`src/rtl/fp_normalize_if.sv`:
```
// fp_normalize_if: operand-in / result-out handshake bundle for the
// normalize/round/pack stage of the floating-point adder.
// master = upstream producer + downstream consumer side (drives operands and
// out_ready); slave = the fp_normalize stage itself.
interface fp_normalize_if #(
    parameter int EXP_W  = 8,
    parameter int MANT_W = 24
);
    // Operand side
    logic                    in_valid;
    logic                    in_ready;
    logic                    in_sign;
    logic [EXP_W-1:0]        in_exp;
    logic [MANT_W:0]         in_mant;
    logic                    in_guard;
    logic                    in_sticky;

    // Result side
    logic                    out_valid;
    logic                    out_ready;
    logic [EXP_W+MANT_W-1:0] out_data;
    logic                    out_overflow;
    logic                    out_underflow;

    modport master (
        output in_valid, in_sign, in_exp, in_mant, in_guard, in_sticky,
        output out_ready,
        input  in_ready,
        input  out_valid, out_data, out_overflow, out_underflow
    );

    modport slave (
        input  in_valid, in_sign, in_exp, in_mant, in_guard, in_sticky,
        input  out_ready,
        output in_ready,
        output out_valid, out_data, out_overflow, out_underflow
    );
endinterface

```
`src/rtl/fp_normalize.sv`:
```
// fp_normalize: post-add normalize, round and pack stage of the FP adder.
// Stage 1 captures the raw sum and its leading-zero count; stage 2
// renormalizes, adjusts the exponent, detects overflow/underflow/zero and
// registers the packed IEEE-754 single.
// Optional macro FP_NORM_RNE_EN: round-to-nearest-even in stage 2 using
// in_guard/in_sticky. Without it the mantissa is truncated and the guard and
// sticky inputs are ignored.
module fp_normalize #(
    parameter int EXP_W  = 8,   // binary32 exponent width (fixed)
    parameter int MANT_W = 24   // mantissa width including implicit 1
) (
    input  logic          clk,
    input  logic          rst_n,
    fp_normalize_if.slave bus
);

    localparam int               FRAC_W  = MANT_W - 1;
    localparam int               LZ_W    = $clog2(MANT_W + 1);
    localparam int               DATA_W  = 1 + EXP_W + FRAC_W;
    localparam logic [EXP_W-1:0] EXP_MAX = '1;
    localparam logic [EXP_W:0]   E_ONE   = 1;

    // Pipeline control
    logic              s1_valid;
    logic              s2_valid;
    logic              s1_advance;
    logic              s2_advance;
    logic              in_ready_int;

    // Stage 1 payload
    logic              s1_sign;
    logic [EXP_W-1:0]  s1_exp;
    logic [MANT_W:0]   s1_mant;
    logic [LZ_W-1:0]   s1_lz;
    logic [LZ_W-1:0]   lz_c;

    // Stage 2 datapath
    logic [EXP_W-1:0]  lz_ext;
    logic              shift_in;
    logic [MANT_W:0]   shifted;
    logic [MANT_W-1:0] m;
    logic [EXP_W:0]    e9;
    logic              c_normal;
    logic [DATA_W-1:0] c_data;
    logic              c_ovf;
    logic              c_unf;

    // Stage 2 registers
    logic [DATA_W-1:0] s2_data;
    logic              s2_ovf;
    logic              s2_unf;

`ifdef FP_NORM_RNE_EN
    logic              s1_guard;
    logic              s1_sticky;
    logic              round_bit;
    logic              sticky_bit;
    logic              rnd_inc;
    logic [MANT_W:0]   m_rnd;
    logic              unused_bits;
`else
    logic              unused_bits;
`endif

    // ------------------------------------------------------------------
    // Handshake: stage 2 frees up when empty or drained, stage 1 follows it.
    // in_ready depends only on pipeline state and out_ready.
    // ------------------------------------------------------------------
    assign s2_advance   = !s2_valid || bus.out_ready;
    assign s1_advance   = s2_advance;
    assign in_ready_int = !s1_valid || s1_advance;

    assign bus.in_ready      = in_ready_int;
    assign bus.out_valid     = s2_valid;
    assign bus.out_data      = s2_data;
    assign bus.out_overflow  = s2_ovf;
    assign bus.out_underflow = s2_unf;

    // Leading-zero count of the 24-bit mantissa body (MANT_W when all zero).
    always_comb begin
        // NOTE: the default assignment up front means every path writes
        // lz_c, so no latch is inferred.
        lz_c = LZ_W'(MANT_W);
        for (int i = 0; i < MANT_W; i++) begin
            if (bus.in_mant[i]) begin
                lz_c = LZ_W'(MANT_W - 1 - i);
            end
        end
    end

    // Stage 1 occupancy: refilled whenever it can accept.
    always_ff @(posedge clk) begin
        // NOTE: state registers use non-blocking assignment so every flop
        // samples pre-edge values regardless of block ordering.
        if (!rst_n) begin
            s1_valid <= 1'b0;
        end else if (in_ready_int) begin
            s1_valid <= bus.in_valid;
        end
    end

    // Stage 1 payload capture on accept.
    always_ff @(posedge clk) begin
        // NOTE: payload flops carry no reset; s1_valid alone says whether
        // they hold anything meaningful.
        if (in_ready_int && bus.in_valid) begin
            s1_sign <= bus.in_sign;
            s1_exp  <= bus.in_exp;
            s1_mant <= bus.in_mant;
            s1_lz   <= lz_c;
`ifdef FP_NORM_RNE_EN
            s1_guard  <= bus.in_guard;
            s1_sticky <= bus.in_sticky;
`endif
        end
    end

    assign lz_ext = {{(EXP_W - LZ_W){1'b0}}, s1_lz};

`ifdef FP_NORM_RNE_EN
    // The guard bit becomes the new LSB on a left shift.
    assign shift_in    = s1_guard;
    assign unused_bits = shifted[0];
`else
    // Truncation: left shifts fill with zeros; guard/sticky not used.
    assign shift_in    = 1'b0;
    assign unused_bits = ^{bus.in_guard, bus.in_sticky, shifted[0], m[MANT_W-1]};
`endif

    assign shifted = {s1_mant[MANT_W-1:0], shift_in} << s1_lz;

    // Stage 2 combinational result: special cases, renormalize, round, pack.
    always_comb begin
        c_data   = '0;
        c_ovf    = 1'b0;
        c_unf    = 1'b0;
        c_normal = 1'b0;
        m        = '0;
        e9       = '0;
`ifdef FP_NORM_RNE_EN
        round_bit  = 1'b0;
        sticky_bit = 1'b0;
        rnd_inc    = 1'b0;
        m_rnd      = '0;
`endif
        if (s1_mant == '0) begin
            // Exact zero: sign forced positive.
            c_data = '0;
        end else if (s1_exp == EXP_MAX) begin
            c_data = {s1_sign, EXP_MAX, {FRAC_W{1'b0}}};
            c_ovf  = 1'b1;
        end else if (s1_mant[MANT_W]) begin
            // Carry out of the adder: shift right by one, bump exponent.
            m        = s1_mant[MANT_W:1];
            e9       = {1'b0, s1_exp} + E_ONE;
            c_normal = 1'b1;
`ifdef FP_NORM_RNE_EN
            round_bit  = s1_mant[0];
            sticky_bit = s1_guard | s1_sticky;
`endif
        end else if (s1_exp > lz_ext) begin
            // Cancellation: shift left by lz, reduce exponent.
            m        = shifted[MANT_W:1];
            e9       = {1'b0, s1_exp} - {1'b0, lz_ext};
            c_normal = 1'b1;
`ifdef FP_NORM_RNE_EN
            round_bit  = (s1_lz == '0) ? s1_guard : 1'b0;
            sticky_bit = (s1_lz == '0) ? s1_sticky : 1'b0;
`endif
        end else begin
            // Exponent exhausted: flush to signed zero, no denormals.
            c_data = {s1_sign, {(EXP_W + FRAC_W){1'b0}}};
            c_unf  = 1'b1;
        end

        if (c_normal) begin
`ifdef FP_NORM_RNE_EN
            rnd_inc = round_bit && (sticky_bit || m[0]);
            m_rnd   = {1'b0, m} + {{MANT_W{1'b0}}, rnd_inc};
            if (m_rnd[MANT_W]) begin
                // Rounding carried past the MSB: renormalize once more.
                m  = m_rnd[MANT_W:1];
                e9 = e9 + E_ONE;
            end else begin
                m  = m_rnd[MANT_W-1:0];
            end
`endif
            if (e9 >= {1'b0, EXP_MAX}) begin
                c_data = {s1_sign, EXP_MAX, {FRAC_W{1'b0}}};
                c_ovf  = 1'b1;
            end else begin
                c_data = {s1_sign, e9[EXP_W-1:0], m[FRAC_W-1:0]};
            end
        end
    end

    // Stage 2 registers: load on advance, hold while backpressured.
    always_ff @(posedge clk) begin
        if (!rst_n) begin
            s2_valid <= 1'b0;
            s2_data  <= '0;
            s2_ovf   <= 1'b0;
            s2_unf   <= 1'b0;
        end else if (s2_advance) begin
            s2_valid <= s1_valid;
            s2_data  <= s1_valid ? c_data : '0;
            s2_ovf   <= s1_valid && c_ovf;
            s2_unf   <= s1_valid && c_unf;
        end
    end

endmodule

```
`src/flat_wrapper.sv`:
```
// flat-port wrapper written by rule: the top's interface ports become plain ports
module fp_normalize_flat 
#(
    parameter int EXP_W  = 8,                                     
    parameter int MANT_W = 24                                         
)
  (clk, rst_n, bus_in_valid, bus_in_sign, bus_in_exp, bus_in_mant, bus_in_guard, bus_in_sticky, bus_out_ready, bus_in_ready, bus_out_valid, bus_out_data, bus_out_overflow, bus_out_underflow);
  fp_normalize_if #(.EXP_W(EXP_W), .MANT_W(MANT_W)) bus_i ();
  input  logic clk;
  input  logic rst_n;
  input wire logic [$bits(bus_i.in_valid)-1:0] bus_in_valid;
  input wire logic [$bits(bus_i.in_sign)-1:0] bus_in_sign;
  input wire logic [$bits(bus_i.in_exp)-1:0] bus_in_exp;
  input wire logic [$bits(bus_i.in_mant)-1:0] bus_in_mant;
  input wire logic [$bits(bus_i.in_guard)-1:0] bus_in_guard;
  input wire logic [$bits(bus_i.in_sticky)-1:0] bus_in_sticky;
  input wire logic [$bits(bus_i.out_ready)-1:0] bus_out_ready;
  output wire logic [$bits(bus_i.in_ready)-1:0] bus_in_ready;
  output wire logic [$bits(bus_i.out_valid)-1:0] bus_out_valid;
  output wire logic [$bits(bus_i.out_data)-1:0] bus_out_data;
  output wire logic [$bits(bus_i.out_overflow)-1:0] bus_out_overflow;
  output wire logic [$bits(bus_i.out_underflow)-1:0] bus_out_underflow;
  assign bus_i.in_valid = bus_in_valid;
  assign bus_i.in_sign = bus_in_sign;
  assign bus_i.in_exp = bus_in_exp;
  assign bus_i.in_mant = bus_in_mant;
  assign bus_i.in_guard = bus_in_guard;
  assign bus_i.in_sticky = bus_in_sticky;
  assign bus_i.out_ready = bus_out_ready;
  assign bus_in_ready = bus_i.in_ready;
  assign bus_out_valid = bus_i.out_valid;
  assign bus_out_data = bus_i.out_data;
  assign bus_out_overflow = bus_i.out_overflow;
  assign bus_out_underflow = bus_i.out_underflow;
  fp_normalize #(.EXP_W(EXP_W), .MANT_W(MANT_W)) u_core (.clk(clk), .rst_n(rst_n), .bus(bus_i));
endmodule
```
`config.mk`:
```
export PLATFORM = sky130hd
export DESIGN_NAME = fp_normalize_flat
export DESIGN_NICKNAME = d
export VERILOG_FILES = /design/src/rtl/fp_normalize_if.sv /design/src/rtl/fp_normalize.sv /design/src/flat_wrapper.sv
export SDC_FILE = /design/constraint.sdc
export NUM_CORES = 1
export LEC_CHECK = 0
export CAP_MARGIN = 20
export CORE_MARGIN = 1.5
export CORE_UTILIZATION = 54
export CTS_CLUSTER_SIZE = 30
export DETAILED_ROUTE_END_ITERATION = 12
export HOLD_SLACK_MARGIN = 0.03
export PLACE_DENSITY = 0.78
export SLEW_MARGIN = 30
export SYNTH_ARGS = -nofsm -noshare
export SYNTH_HDL_FRONTEND = slang
export SYNTH_SLANG_ARGS = --single-unit
```
`constraint.sdc`:
```
create_clock -name clk -period 3.5 [get_ports clk]
set_input_delay 1.05 -clock clk [delete_from_list [all_inputs] [get_ports clk]]
set_output_delay 1.05 -clock clk [all_outputs]
set_load 0.02 [all_outputs]
```
==> results of run 1 <==
[cell families (layout without fill, tap and decap cells)]
family | count (synthesis) | in the layout
and+or+nand+nor | 145 | 145
DFF | 75 | 75
muxes | 49 | 49
adders and majority gates | 7 | 7
buffers and inverters | 39 | 116
AOI/OAI and AO/OA | 130 | 130
xor gates and xnor gates | 8 | 8
[final timing paths]
path / end / slack, ns
max: bus_in_ready / 0.12
min: u_core.bus.out_data[29] / 0.45
max reg2reg: u_core.bus.out_data[19] / 0.27
min reg2reg: u_core.bus.out_data[29] / 0.45
[routing by layer]
metal  global-route usage, %  share of wire [%]
met5                       0                  0
met4                    9.45                2.2
met3                    4.13                7.6
met2                    43.0                 46
met1                    39.4                 45
[power breakdown]
group          leakage, nW  switching, mW  total [mW]  internal, mW
logic                 1.29          0.246       0.447         0.202
clock network        0.102          0.309       0.682         0.373
registers            0.675         0.0440        1.01         0.969
total                 2.07          0.599        2.14          1.54
[placed cells by master, fill, tap and decap left out, drive strengths merged, types with 14 or more instances in the layout]
cell | Yosys | routed
a22o | 23 | 23
clkdlybuf4s50 | 0 | 73
inv | 13 | 14
a21oi | 16 | 16
dfxtp | 36 | 36
nand2 | 55 | 55
mux2i | 35 | 35
edfxtp | 39 | 39
o21ai | 29 | 29
nor2 | 35 | 35
[area by class of cell]
cell class                 instances  area (sq um)
tap                              102           128
inverter                          14          52.6
timing repair buffer              86           828
clock inverter                     4          48.8
clock buffer                      12           156
sequential                        75          1890
fill                             629          2350
multi-input combinational        339          2390
[registers in the layout (all words and copies together), names as in the netlist]
signal and cells:
u_core.s1_mant 25, u_core.bus.out_overflow 1, u_core.s1_valid 1, u_core.bus.out_valid 1, u_core.s1_lz 5, u_core.bus.out_underflow 1
u_core.bus.out_data 32, u_core.s1_sign 1, u_core.s1_exp 8
[cells in the mapped netlist, drive strengths merged (5+ instances only)]
| cell | count | area share [%] |
|---|---|---|
| nand2 | 55 | 4.6 |
| edfxtp | 39 | 26 |
| dfxtp | 36 | 16 |
| mux2i | 35 | 7.9 |
| nor2 | 35 | 2.9 |
| o21ai | 29 | 3.3 |
| a22o | 23 | 4.5 |
| a21oi | 16 | 1.8 |
| clkbuf | 13 | 1.1 |
| inv | 13 | 1.1 |
| nor4 | 13 | 2.2 |
| buf | 12 | 1.7 |
| nand3 | 11 | 1.2 |
| a31oi | 9 | 1.3 |
| mux4 | 8 | 4.0 |
| a32o | 7 | 1.6 |
| o31ai | 7 | 1.2 |
| ha | 6 | 1.7 |
| mux2 | 6 | 1.5 |
| nor3 | 6 | 0.79 |
| o211ai | 6 | 1.1 |
| xor2 | 6 | 1.2 |
| nand2b | 5 | 0.70 |
[worst max-delay path: stages]
cell and delay, ns:
clkdlybuf4s50_1 0.43, nor2b_1 0.19, nand2_1 0.11, clkdlybuf4s50_1 0.56
==> results.sh, run 1 <==
export IMPL_status="complete, no violations"
export IMPL_viasPerCell=6.36
export IMPL_numCtsBuffers=9
export IMPL_clkSinkCount=75
export IMPL_peakVddDrop_v=0.000194
export IMPL_async_flop_share_pct=0
export IMPL_worst_pin_slew_ns=0.820
export IMPL_avgRoutedWirePerCell_microns=18.7
export IMPL_clock_path_buffers=2
export IMPL_hold_path_class="register to register"
export IMPL_powerDensity_nw_per_um2=390
export IMPL_drtPass1Iterations=6
export IMPL_io_pins=76
export IMPL_regToRegStartpoint="u_core.s1_exp[0]"
export IMPL_start_util_pct=56.8
export IMPL_min_period_ns=3.38
export IMPL_ant_nets=0
export IMPL_max_slew_margin_pct=45.2
export IMPL_yosysSeqAreaShare_pct=42.5
export IMPL_drt_wl_total_microns=11800
export IMPL_grt_pass1_vias=3718
export IMPL_postCtsSetupRepairBufs=0
export IMPL_min_from="u_core.bus.out_data[29]"
export IMPL_synth_xor_area_share_pct=1.57
export IMPL_die_area_sq_um=8800
export IMPL_num_vias=4018
export IMPL_hold_path_cell_count=2
export IMPL_fin_util_pct=70.1
export IMPL_drc_errors=0
export IMPL_pre_cts_ws_ns=0.116
export IMPL_cts_tree="yes"
export IMPL_fmax_ghz=0.296
export IMPL_finalCritPeriodShare_pct=96.6
export IMPL_synthCells=453
export IMPL_setup_violations=0
export IMPL_antenna_cells=0
export IMPL_drive_above_1_share_pct=9.25
export IMPL_placed_cells=616
export IMPL_worstPathRequired_ns=2.45
export IMPL_final_net_count=572
export IMPL_grt_max_degree=40
export IMPL_tns_ns=0
export IMPL_grt_pass1_wl_microns=18800
export IMPL_synth_area_mux_share_pct=13.4
export IMPL_clk_pin_slew_worst_paths_ns=0.08
export IMPL_ys_warn_count=0
export IMPL_ys_flop_type="edfxtp_1"
export IMPL_synth_seq_cells=75
export IMPL_startpoint="bus_out_ready"
export IMPL_whs_ns=0.453
export IMPL_cp_end_kind="output port"
export IMPL_path_class="input pin to output port"
export IMPL_cp_max_fo=2
export IMPL_r2r_cells=10
export IMPL_synth_edf_count=39
export IMPL_synth_area_per_cell_sq_um=9.83
export IMPL_synth_area_sq_um=4450
export IMPL_worst_slack_ns=0.119
export IMPL_place_congestion=0.946
export IMPL_final_area_sq_um=5500
export IMPL_cellLeakagePower_nw=2.07
export IMPL_crit_arrival_ns=2.33
export IMPL_synthSimpleGateAreaFrac_pct=15.5
export IMPL_rows=32
export IMPL_cts_hold_fix_buffers=0
export IMPL_h_tree_depth=3
export IMPL_area_growth_pct=23.4
export IMPL_cts_root_buf="clkbuf_8"
export IMPL_grtUsageTotal_pct=27.6
export IMPL_synth_compound_area_share_pct=20.9
export IMPL_fp_dieH_microns=93.8
export IMPL_cts_resized=0
export IMPL_yosys_area_share_adder_pct=2.13
export IMPL_total_power_mw=2.14
export IMPL_rsz0062_at_grt="false"
export IMPL_cap_violations=0
export IMPL_antenna_found_initial=0
export IMPL_die_width_microns=93.8
export IMPL_drv_slew=0
export IMPL_numPortBuffers=73
export IMPL_grt_ovfl_total=0
export IMPL_crit_path_start_kind="input pin"
export IMPL_finClkSkew_ns=0.0150
export IMPL_core_area_sq_um=7850
export IMPL_synth_top_family_by_area="compound AO/OA/AOI/OAI gates"
export IMPL_synth_cell_types=61
export IMPL_stdcell_count=632
export IMPL_place_area_sq_um=5290
export IMPL_first_iter_violations=520
export IMPL_syn_nets=500
export IMPL_clock_latency_ns=0.34
export IMPL_hold_viol=0
export IMPL_hpwl_microns=8820
No activity file was read; power rests on OpenSTA's default activity.
==> run 2: changes to the inputs <==
--- a/config.mk
+++ b/config.mk
@@ -5,13 +5,15 @@
 export SDC_FILE = /design/constraint.sdc
 export NUM_CORES = 1
 export LEC_CHECK = 0
+export ABC_AREA = 1
 export CAP_MARGIN = 20
 export CORE_MARGIN = 1.5
 export CORE_UTILIZATION = 54
+export CTS_BUF_LIST = sky130_fd_sc_hd__clkbuf_16
 export CTS_CLUSTER_SIZE = 30
 export DETAILED_ROUTE_END_ITERATION = 12
 export HOLD_SLACK_MARGIN = 0.03
-export PLACE_DENSITY = 0.78
+export PLACE_DENSITY = 0.77
 export SLEW_MARGIN = 30
 export SYNTH_ARGS = -nofsm -noshare
 export SYNTH_HDL_FRONTEND = slang
==> run 2 against run 1 <==
Clock-buffer cell count decreased by 3; combinational power decreased by 0.9%; worst setup slack better by 0.051 ns; cell area increased by 5.1%; clock power increased by 30%; final cell count is 30% higher; non-clock buffer count did not move; sequential cell count unchanged; critical path depth stayed put; critical path type unchanged; critical endpoint unchanged.
==> results.sh, run 2 <==
export IMPL_async_flop_share_pct=0
export IMPL_numCtsBuffers=9
export IMPL_antenna_found_initial=0
export IMPL_crit_arrival_ns=2.28
export IMPL_yosys_area_top_type="edfxtp_1"
export IMPL_rsz0062_at_grt="false"
export IMPL_ys_flop_type="edfxtp_1"
export IMPL_grtUsageTotal_pct=28.2
export IMPL_fin_util_pct=69.3
export IMPL_hold_viol=0
export IMPL_final_seq_area_sq_um=1890
export IMPL_r2r_cells=10
export IMPL_mostFrequentLayoutCell="nand2_1"
export IMPL_synth_area_sq_um=4700
export IMPL_drc_errors=0
export IMPL_rows=33
export IMPL_worstPathRequired_ns=2.45
export IMPL_grt_pass1_wl_microns=20000
export IMPL_drtPass1Iterations=5
export IMPL_clock_latency_ns=0.34
export IMPL_synth_edf_count=39
export IMPL_avgRoutedWirePerCell_microns=15.2
export IMPL_num_vias=4660
export IMPL_drv_slew=0
export IMPL_crit_path_start_kind="input pin"
export IMPL_max_slew_margin_pct=38.7
export IMPL_clkSinkCount=75
export IMPL_cts_tree="yes"
export IMPL_h_tree_depth=3
export IMPL_grt_max_degree=40
export IMPL_drive_above_1_share_pct=6.28
export IMPL_numPortBuffers=73
export IMPL_final_cell_mix="145 x nand2_1, 80 x o21ai_0, 76 x inv_1"
export IMPL_path_class="input pin to output port"
export IMPL_synth_common_cells="145 x nand2_1, 80 x o21ai_0, 75 x inv_1, 55 x a21oi_1"
export IMPL_yosysSeqAreaShare_pct=40.3
export IMPL_cp_max_fo=3
export IMPL_cap_violations=0
export IMPL_fp_dieH_microns=96.3
export IMPL_postCtsSetupRepairBufs=0
export IMPL_synth_area_per_cell_sq_um=7.24
export IMPL_hold_path_class="register to register"
export IMPL_synthCells=649
export IMPL_largest_register_ffs=32
export IMPL_min_period_ns=3.33
export IMPL_finClkSkew_ns=0.00921
export IMPL_tns_ns=0
export IMPL_synth_cell_types=43
export IMPL_grt_pass1_vias=4204
export IMPL_cellLeakagePower_nw=2.39
export IMPL_worst_pin_slew_ns=0.914
export IMPL_first_iter_violations=379
export IMPL_setup_violations=0
export IMPL_multi_input_area_sq_um=2340
export IMPL_cts_hold_fix_buffers=0
export IMPL_final_net_count=758
export IMPL_antenna_cells=0
export IMPL_yosys_area_top_type_share_pct=24.9
export IMPL_synth_most_common_cell="nand2_1"
export IMPL_synth_seq_cells=75
export IMPL_synth_area_leaders="edfxtp_1 25%, dfxtp_1 15%, nand2_1 12%"
export IMPL_peakVddDrop_v=0.000217
export IMPL_io_pins=76
export IMPL_die_area_sq_um=9270
export IMPL_fillers=733
export IMPL_area_growth_pct=23.0
export IMPL_viasPerCell=5.68
export IMPL_hpwl_microns=9500
export IMPL_ys_warn_count=0
export IMPL_cts_root_buf="clkbuf_16"
export IMPL_powerDensity_nw_per_um2=403
export IMPL_fmax_ghz=0.300
export IMPL_hold_path_cell_count=2
export IMPL_drt_wl_total_microns=12500
export IMPL_grt_ovfl_total=0
export IMPL_place_congestion=0.927
export IMPL_clk_pin_slew_worst_paths_ns=0.06
export IMPL_start_util_pct=56.3
export IMPL_syn_nets=696
export IMPL_clock_path_buffers=2
export IMPL_cp_end_kind="output port"
export IMPL_cts_resized=0
export IMPL_core_area_sq_um=8340
export IMPL_finalCritPeriodShare_pct=95.1
export IMPL_ant_nets=0
export IMPL_die_width_microns=96.3
export IMPL_status="complete, no violations"
-- run 2: critical path, cell delays in order --
cell and delay [ns]:
clkdlybuf4s50_1 0.47, nor2_2 0.05, nand2_1 0.09, clkdlybuf4s50_1 0.62
-- run 2: final timing paths --
check / slack (ns) / startpoint / end
setup / recovery: 0.17 / bus_out_ready / bus_in_ready
hold / removal: 0.47 / u_core.bus.out_data[7] / u_core.bus.out_data[7]
setup reg to reg: 0.43 / u_core.s1_lz[4] / u_core.bus.out_data[30]
hold reg to reg: 0.47 / u_core.bus.out_data[7] / u_core.bus.out_data[7]
-- run 2: cells by family after synthesis --
logic type	synth area share, %
buf+inv	9.93
simple gates	25.4
flops	40.3
mux	1.92
xor+xnor	0.559
fa+ha+maj	2.02
compound gates	19.9
-- run 2: final cells by class --
class | count | share of cell area (%)
multi-input combinational | 459 | 40.5
sequential | 75 | 32.7
timing repair buffer | 86 | 14.3
inverter | 80 | 5.19
clock buffer | 9 | 3.90
tap | 105 | 2.27
clock inverter | 7 | 1.06
-- run 2: per-stage QoR --
stage,power [mW],instance area (sq um),setup slack (ns),hold WS (ns),cells
after global placement,1.44,5490,0.200,0.453,805
after floorplan,1.29,4700,0.750,0.463,649
after CTS,2.33,5780,0.173,0.466,821
after detailed placement,1.45,5490,0.182,0.458,805
final,2.33,5780,0.170,0.466,821
after global routing,2.42,5780,0.128,0.493,821
-- run 2: per-layer routing --
| layer | vias to the layer above | part of all wire, % | track usage, % |
|---|---|---|---|
| li1 | 2336 | - | - |
| met1 | 2117 | 46 | 37.8 |
| met2 | 182 | 47 | 46.6 |
| met3 | 25 | 5.9 | 3.79 |
| met4 | 0 | 1.9 | 9.93 |
| met5 | - | 0 | 0 |
-- run 2: report_power, final --
group / leakage [nW] / internal (mW) / switching (mW)
combinational: 1.56 / 0.172 / 0.271
sequential: 0.677 / 0.971 / 0.0294
clock: 0.148 / 0.543 / 0.343
total: 2.39 / 1.69 / 0.643
